**src/rtl/lsd_segment_filter.sv**
```systemverilog
// Line-segment post-filter: 3-stage pipeline that drops short segments and caps passes per frame.
// No backpressure; LSD_FILTER_BBOX_EN adds an active-image endpoint bounds check.
module lsd_segment_filter #(
  parameter int FRAME_WIDTH  = 800,
  parameter int FRAME_HEIGHT = 525,
  parameter int IMAGE_WIDTH  = 640,
  parameter int IMAGE_HEIGHT = 480,
  parameter int MIN_LEN      = 16,
  parameter int MAX_SEGS     = 1024,
  localparam int WH = $clog2(FRAME_WIDTH),
  localparam int WV = $clog2(FRAME_HEIGHT),
  localparam int WC = $clog2(MAX_SEGS + 1)
) (
  input  logic          pixel_clk,
  input  logic          rst,
  input  logic          in_valid,
  input  logic          in_flag,
  input  logic [WV-1:0] in_vcnt,
  input  logic [WH-1:0] in_hcnt,
  input  logic [WV-1:0] in_start_v,
  input  logic [WV-1:0] in_end_v,
  input  logic [WH-1:0] in_start_h,
  input  logic [WH-1:0] in_end_h,
  output logic          out_valid,
  output logic          out_flag,
  output logic [WV-1:0] out_vcnt,
  output logic [WH-1:0] out_hcnt,
  output logic [WV-1:0] out_start_v,
  output logic [WV-1:0] out_end_v,
  output logic [WH-1:0] out_start_h,
  output logic [WH-1:0] out_end_h,
  output logic [WC-1:0] out_pass_count,
  output logic [15:0]   out_drop_count
);

  localparam int WM = (WH > WV) ? WH : WV;
  localparam int WS = 2 * WM + 1;
  localparam logic [WS-1:0] MIN_SQ = WS'(MIN_LEN * MIN_LEN);
  localparam logic [WC-1:0] CAP    = WC'(MAX_SEGS);

  logic [WH-1:0] w_dx;
  logic [WV-1:0] w_dy;
  logic          w_inb;

  assign w_dx = (in_end_h >= in_start_h) ? (in_end_h - in_start_h) : (in_start_h - in_end_h);
  assign w_dy = (in_end_v >= in_start_v) ? (in_end_v - in_start_v) : (in_start_v - in_end_v);

`ifdef LSD_FILTER_BBOX_EN
  localparam logic [WH:0] IMG_W = (WH+1)'(IMAGE_WIDTH);
  localparam logic [WV:0] IMG_H = (WV+1)'(IMAGE_HEIGHT);
  assign w_inb = ({1'b0, in_start_h} < IMG_W) && ({1'b0, in_end_h} < IMG_W) &&
                 ({1'b0, in_start_v} < IMG_H) && ({1'b0, in_end_v} < IMG_H);
`else
  assign w_inb = 1'b1;
`endif

  logic          r1_valid, r1_f, r1_inb;
  logic [WV-1:0] r1_vcnt, r1_sv, r1_ev;
  logic [WH-1:0] r1_hcnt, r1_sh, r1_eh;
  logic [WH-1:0] r1_dx;
  logic [WV-1:0] r1_dy;

  logic          r2_valid, r2_f, r2_inb;
  logic [WV-1:0] r2_vcnt, r2_sv, r2_ev;
  logic [WH-1:0] r2_hcnt, r2_sh, r2_eh;
  logic [WS-1:0] r2_sq;

  logic [WC-1:0] r_run_pass;
  logic [15:0]   r_run_drop;

  logic [WS-1:0] w_sq;
  logic          w_bound, w_under_cap, w_pass, w_drop;
  logic [WC-1:0] w_pass_base;
  logic [15:0]   w_drop_base;

  assign w_sq = WS'(r1_dx) * WS'(r1_dx) + WS'(r1_dy) * WS'(r1_dy);

  // A boundary slot opens the new frame, so it is judged against an empty cap.
  assign w_bound     = r2_valid && (r2_vcnt == '0) && (r2_hcnt == '0);
  assign w_under_cap = w_bound || (r_run_pass < CAP);
  assign w_pass      = r2_f && r2_inb && (r2_sq >= MIN_SQ) && w_under_cap;
  assign w_drop      = r2_f && !w_pass;
  assign w_pass_base = w_bound ? '0 : r_run_pass;
  assign w_drop_base = w_bound ? '0 : r_run_drop;

  always_ff @(posedge pixel_clk) begin
    if (rst) begin
      r1_valid <= 1'b0; r1_f <= 1'b0; r1_inb <= 1'b0;
      r1_vcnt <= '0; r1_sv <= '0; r1_ev <= '0;
      r1_hcnt <= '0; r1_sh <= '0; r1_eh <= '0;
      r1_dx <= '0; r1_dy <= '0;
      r2_valid <= 1'b0; r2_f <= 1'b0; r2_inb <= 1'b0;
      r2_vcnt <= '0; r2_sv <= '0; r2_ev <= '0;
      r2_hcnt <= '0; r2_sh <= '0; r2_eh <= '0;
      r2_sq <= '0;
      out_valid <= 1'b0; out_flag <= 1'b0;
      out_vcnt <= '0; out_hcnt <= '0;
      out_start_v <= '0; out_end_v <= '0; out_start_h <= '0; out_end_h <= '0;
      out_pass_count <= '0; out_drop_count <= '0;
      r_run_pass <= '0; r_run_drop <= '0;
    end else begin
      r1_valid <= in_valid;
      r1_f     <= in_valid & in_flag;
      r1_inb   <= w_inb;
      r1_vcnt  <= in_vcnt;    r1_hcnt <= in_hcnt;
      r1_sv    <= in_start_v; r1_ev   <= in_end_v;
      r1_sh    <= in_start_h; r1_eh   <= in_end_h;
      r1_dx    <= w_dx;       r1_dy   <= w_dy;

      r2_valid <= r1_valid;   r2_f    <= r1_f;    r2_inb <= r1_inb;
      r2_vcnt  <= r1_vcnt;    r2_hcnt <= r1_hcnt;
      r2_sv    <= r1_sv;      r2_ev   <= r1_ev;
      r2_sh    <= r1_sh;      r2_eh   <= r1_eh;
      r2_sq    <= w_sq;

      out_valid   <= r2_valid;
      out_flag    <= w_pass;
      out_vcnt    <= r2_vcnt;  out_hcnt  <= r2_hcnt;
      out_start_v <= r2_sv;    out_end_v <= r2_ev;
      out_start_h <= r2_sh;    out_end_h <= r2_eh;

      if (w_bound) begin
        out_pass_count <= r_run_pass;
        out_drop_count <= r_run_drop;
      end
      r_run_pass <= w_pass_base + WC'(w_pass);
      r_run_drop <= (w_drop && (w_drop_base != 16'hFFFF)) ? (w_drop_base + 16'd1) : w_drop_base;
    end
  end

endmodule
```
**config.mk**
```make
export PLATFORM = sky130hd
export DESIGN_NAME = lsd_segment_filter
export DESIGN_NICKNAME = d
export VERILOG_FILES = /design/src/rtl/lsd_segment_filter.sv
export SDC_FILE = /design/constraint.sdc
export NUM_CORES = 1
export LEC_CHECK = 0
export CORE_MARGIN = 4
export CORE_UTILIZATION = 62
export CTS_BUF_LIST = sky130_fd_sc_hd__clkbuf_16
export DETAILED_ROUTE_END_ITERATION = 8
export HOLD_SLACK_MARGIN = 0.06
export PLACE_DENSITY = 0.86
export SYNTH_ARGS = -nofsm -noshare
export SYNTH_HDL_FRONTEND = slang
export SYNTH_SLANG_ARGS = --single-unit
```
**constraint.sdc**
```tcl
create_clock -name pixel_clk -period 9.6 [get_ports pixel_clk]
set_input_delay 1.92 -clock pixel_clk [delete_from_list [all_inputs] [get_ports pixel_clk]]
set_output_delay 1.92 -clock pixel_clk [all_outputs]
set_load 0.05 [all_outputs]
```
After elaboration in Yosys (flattened, before gate mapping)
Index checks and enable logic that the tools add are counted.
- magnitude comparators: 4
- bitwise gates (word level): 1
- reduce and logical (&&, ||, !) cells: 11
- add/subtract/negate cells: 7
- multiply operators: 2
- equality and inequality tests: 1
- divide/modulo/power cells: 0
- multiplexer cells: 6
- shift operators: 0
- operator list (operator ; count):
    $mul A10 B10 Y20 ; 2
    $sub A10 B10 Y10 ; 4
    $mux W16 ; 2
    $add A20 B20 Y21 ; 1
    $ge A21 B9 Y1 const B ; 1
    $ge A10 B10 Y1 ; 2
    $logic_not A10 Y1 ; 2
    $mux W10 ; 2
    $add A16 B1 Y16 const B ; 1
    $ne A16 B16 Y1 const B ; 1
    $add A11 B1 Y11 ; 1
    $lt A11 B11 Y1 const B ; 1
    $mux W11 ; 1
    $logic_and A1 B1 Y1 ; 7
    $and A1 B1 Y1 ; 1
    $logic_not A1 Y1 ; 1
    $logic_or A1 B1 Y1 ; 1
    $mux W1 ; 1
- bits in registers: 283
- latch bits: 0
- memories kept: 0
- RAM bits: 0
- ROM bits: 0
- logic and storage cells: 65

Longest topological paths before layout
- word-level depth: 9
- gate-level depth with buffers: 23

Worst setup path before layout
No wires, ideal clock.
- path kind: register -> register
- from: register r1_dx[2]
- to: register r2_sq[18]
- buffers on the path: 1
- arrival: 6.215 ns
- clock period less this slack: 6.292 ns
- data required time: 9.522 ns
- cell stages (with the launch flop): 23
- library setup time: 0.078 ns
- slack: 3.308 ns
- cell sequence: dfxtp_1 > clkbuf_1 > nand2_1 > fa_1 > inv_1 > fa_1 > inv_1 > fa_1 > inv_1 > fa_1 > fa_1 > fa_1 > inv_1 > fa_1 > inv_1 > ha_1 > or2_2 > a21oi_1 > inv_1 > and2_1 > a2111o_1 > and3_1 > nor3_1
- longest elaborated chain between the ends: 2
- RTL lines (element ; line ; text):
    start: declaration ; 60 ; logic [WH-1:0] r1_dx;
    start signal: assignment ; 108 ; r1_dx <= w_dx; r1_dy <= w_dy;
    $mul A10 B10 Y20 ; 76 ; assign w_sq = WS'(r1_dx) * WS'(r1_dx) + WS'(r1_dy) * WS'(r1_dy);
    $add A20 B20 Y21 ; 76 ;
    end signal: assignment ; 114 ; r2_sq <= w_sq;
    end: declaration ; 66 ; logic [WS-1:0] r2_sq;
No other way between the ends.
A chain may end at the register's enable or synchronous reset.

Final worst setup path
Ends and elaborated chain as after synthesis.

==> results_dict.tcl <==
set metrics [dict create \
    synth-async-reset-ratio_pct 0 \
    synth_edf_count 0 \
    routedWlPerCell_um 15.3 \
    path_cells "nand2_1 > fa_1 > inv_1 > fa_1 > inv_1 > fa_1 > inv_1 > fa_1 > fa_1 > fa_1 > inv_1 > fa_1 > inv_1 > ha_1 > or2_2 > a21oi_1 > inv_1 > and2_1 > a2111o_1 > and3_1 > nor3_1" \
    synthCells 1595 \
    slew_headroom_pct 38.5 \
    finalNetCount 2043 \
    synth_xor_xnor_area_share_pct 2.75 \
    worstMarginPinSlew_ns 0.920 \
    period_share_pct 69.8 \
    synth.top_cell.area_share_pct 36.1 \
    clockBufferDepth 3 \
    dp.final_hpwl_um 24500 \
    post-synth-top-count-cell "dfxtp_1" \
    htreeDepth 1 \
    place_inst 2014 \
    path_buf_inv 6 \
    combPwrFrac_pct 47.4 \
    max-vdd-ir-drop_v 0.000213 \
    grt_max_degree 99 \
    hold_path.class "reg2reg" \
    p_sw_share_pct 38.3 \
    cp_max_fo 12 \
    ctsResizeCount 0 \
    worst_path_most_repeated_cell "fa_1" \
    ys_warn_count 0 \
    arrival_ns 7.13 \
    core_area_um2 24200 \
    grt.total_usage_pct 23.3 \
    cp.required_ns 10.03 \
    path_class "reg2reg" \
    crit_slowest_cell "fa_1" \
    area_growth_pct 16.2 \
    initial_core_util_pct 63.0 \
    post_cts_buffers 0 \
    antennaDiodeCount 0 \
    syn_area_per_cell_um2 9.57 \
    layout-drive-gt1-share_pct 3.23 \
    synth_largest_area_cell "dfxtp_1" \
    grt_overflow 0 \
    ant_nets 0 \
    fmax_mhz 149 \
    ys_seq_area_share_pct 36.1 \
    critical_path.endpoint_type "flop" \
    maxSlewViolCount 0 \
    critPathTopFamily "adder cells" \
    worstSetupStartpointType "flop" \
    synth_top_family_by_area "adder cells" \
    setup_violations 0 \
    ys_top_cells_by_area "dfxtp_1 36%, fa_1 17%, ha_1 10%" \
    drt_wl_total_um 31500 \
    antenna_found_initial 1 \
    instances_no_fill 2058 \
    detail_route.first_pass.iterations 5 \
    hold_viol 0 \
    p_sw_mw 1.58 \
    viasPerCell 5.17 \
    rows 57 \
    cpPeakStageDelay_ns 0.55 \
    port_buffers 152 \
    syn_area_um2 15300 \
    finClkSkew_ns 0.0142 \
    cts_made_buffers 26 \
    rsz0062_at_grt "false" \
    ctsHoldBuffers 0 \
    ys_types 57 \
    place.gp.congestion 0.912 \
    clkTransAtPathRegs_ns 0.06 \
    status "completed" \
    p_leak_nw 8.37 \
    synth_fp_nets 1920 \
    dieArea_um2 27200 \
    insertion_delay_ns 0.52 \
    muxShareOfSynthArea_pct 1.24 \
    powerDensity_nw_per_um2 233 \
    synth-simple-area-share_pct 18.6 \
    drt_iter0_drc 550 \
    min_period_ns 6.70 \
    cts_tree "built" \
    drc 0 \
    ys_ff_latch 275 \
    clock_power_share_pct 22.0 \
    grt_pass1_wl_um 51500 \
    synth_compound_area_share_pct 6.23 \
    seq_power_share_pct 30.7 \
    synth_adder_area_share_pct 27.9 \
    die_x_um 165 \
    p_int_mw 2.55 \
    grt_pass1_vias 10800 \
    die_h_um 165 \
    route.vias.total 10600 \
    ctsRootBufferMaster "clkbuf_16" \
    synth_commonest_cells "275 x dfxtp_1, 228 x inv_1, 161 x nor2b_1" \
    ys.flop_type "dfxtp_1" \
    top_level_ports 153 \
    r2r_slack_ns 2.90 \
    fin_tns_setup_ns 0 \
    cts.sinks 275 \
    cap_violations 0 \
]
==> registers in the layout, indices dropped and copies added (netlist names), 11 cells and up <==
| name | flops |
|---|---|
| r2_sq | 13 |
| r_run_drop | 16 |
| out_pass_count | 11 |
| r_run_pass | 11 |
| out_drop_count | 16 |
==> worst paths after layout <==
path               endpoint  cells past startpoint     start
setup / recovery  r2_sq[18]                     21  r1_dx[2]
hold / removal     r2_sv[0]                      1  r1_sv[0]
setup reg to reg  r2_sq[18]                     21  r1_dx[2]
hold reg to reg    r2_sv[0]                      1  r1_sv[0]
==> per-stage QoR <==
step	worst slack [ns]	total power, mW	cell area, µm²	util, %	hold WS (ns)
3_5_place_dp	2.92	3.22	17000	70.1	0.420
2_1_floorplan	3.31	2.77	15300	-	0.414
4_1_cts	2.91	4.16	17700	73.2	0.434
6_report	2.90	4.13	17700	73.2	0.432
3_3_place_gp	3.16	3.14	17000	70.1	0.415
5_1_grt	2.54	4.50	17700	73.2	0.455
==> power groups by stage <==
stage	combinational (mW)	sequential, mW	clock, mW
6_report	1.96	1.27	0.907
5_1_grt	2.25	1.28	0.969
4_1_cts	1.97	1.27	0.925
3_5_place_dp	1.93	1.29	0
3_3_place_gp	1.85	1.29	0
2_1_floorplan	1.48	1.28	0
==> layer usage <==
layer / GRT usage, % / wire (µm)
met1: 30.5 / 13200
met5: 0 / 13
met2: 39.5 / 15300
met4: 5.78 / 765
met3: 5.37 / 2140
==> layout by cell type, fill, tap and decap left out, types with 11 or more instances in the layout <==
cell	netlist	final
a21o_1	17	17
a21oi_1	59	59
and2_1	54	54
and3_1	11	11
clkbuf_16	0	26
clkdlybuf4s50_1	0	151
dfxtp_1	275	275
fa_1	133	133
ha_1	128	128
inv_1	228	235
mux2i_1	11	11
nand2_1	135	135
nand3_1	26	26
nand4_1	14	14
nor2_1	108	108
nor2b_1	161	161
nor3_1	14	13
o21ai_0	25	25
xnor2_1	21	21
xor2_1	27	27
==> cell type report <==
type	count	area, µm²
Multi-Input combinational cell	1030	8670
Fill cell	1680	6500
Sequential cell	275	5510
Inverter	229	860
Timing Repair Buffer	156	1560
Clock buffer	26	651
Tap cell	324	405
Clock inverter	18	100
==> logic make-up after synthesis <==
group	after synthesis
AO/OA/AOI/OAI	147
XOR/XNOR	48
adder cells (fa/ha/maj)	261
buffers and inverters	290
flip-flops	275
multiplexers	18
AND/OR/NAND/NOR	556
No activity file was read; power rests on OpenSTA's default activity.
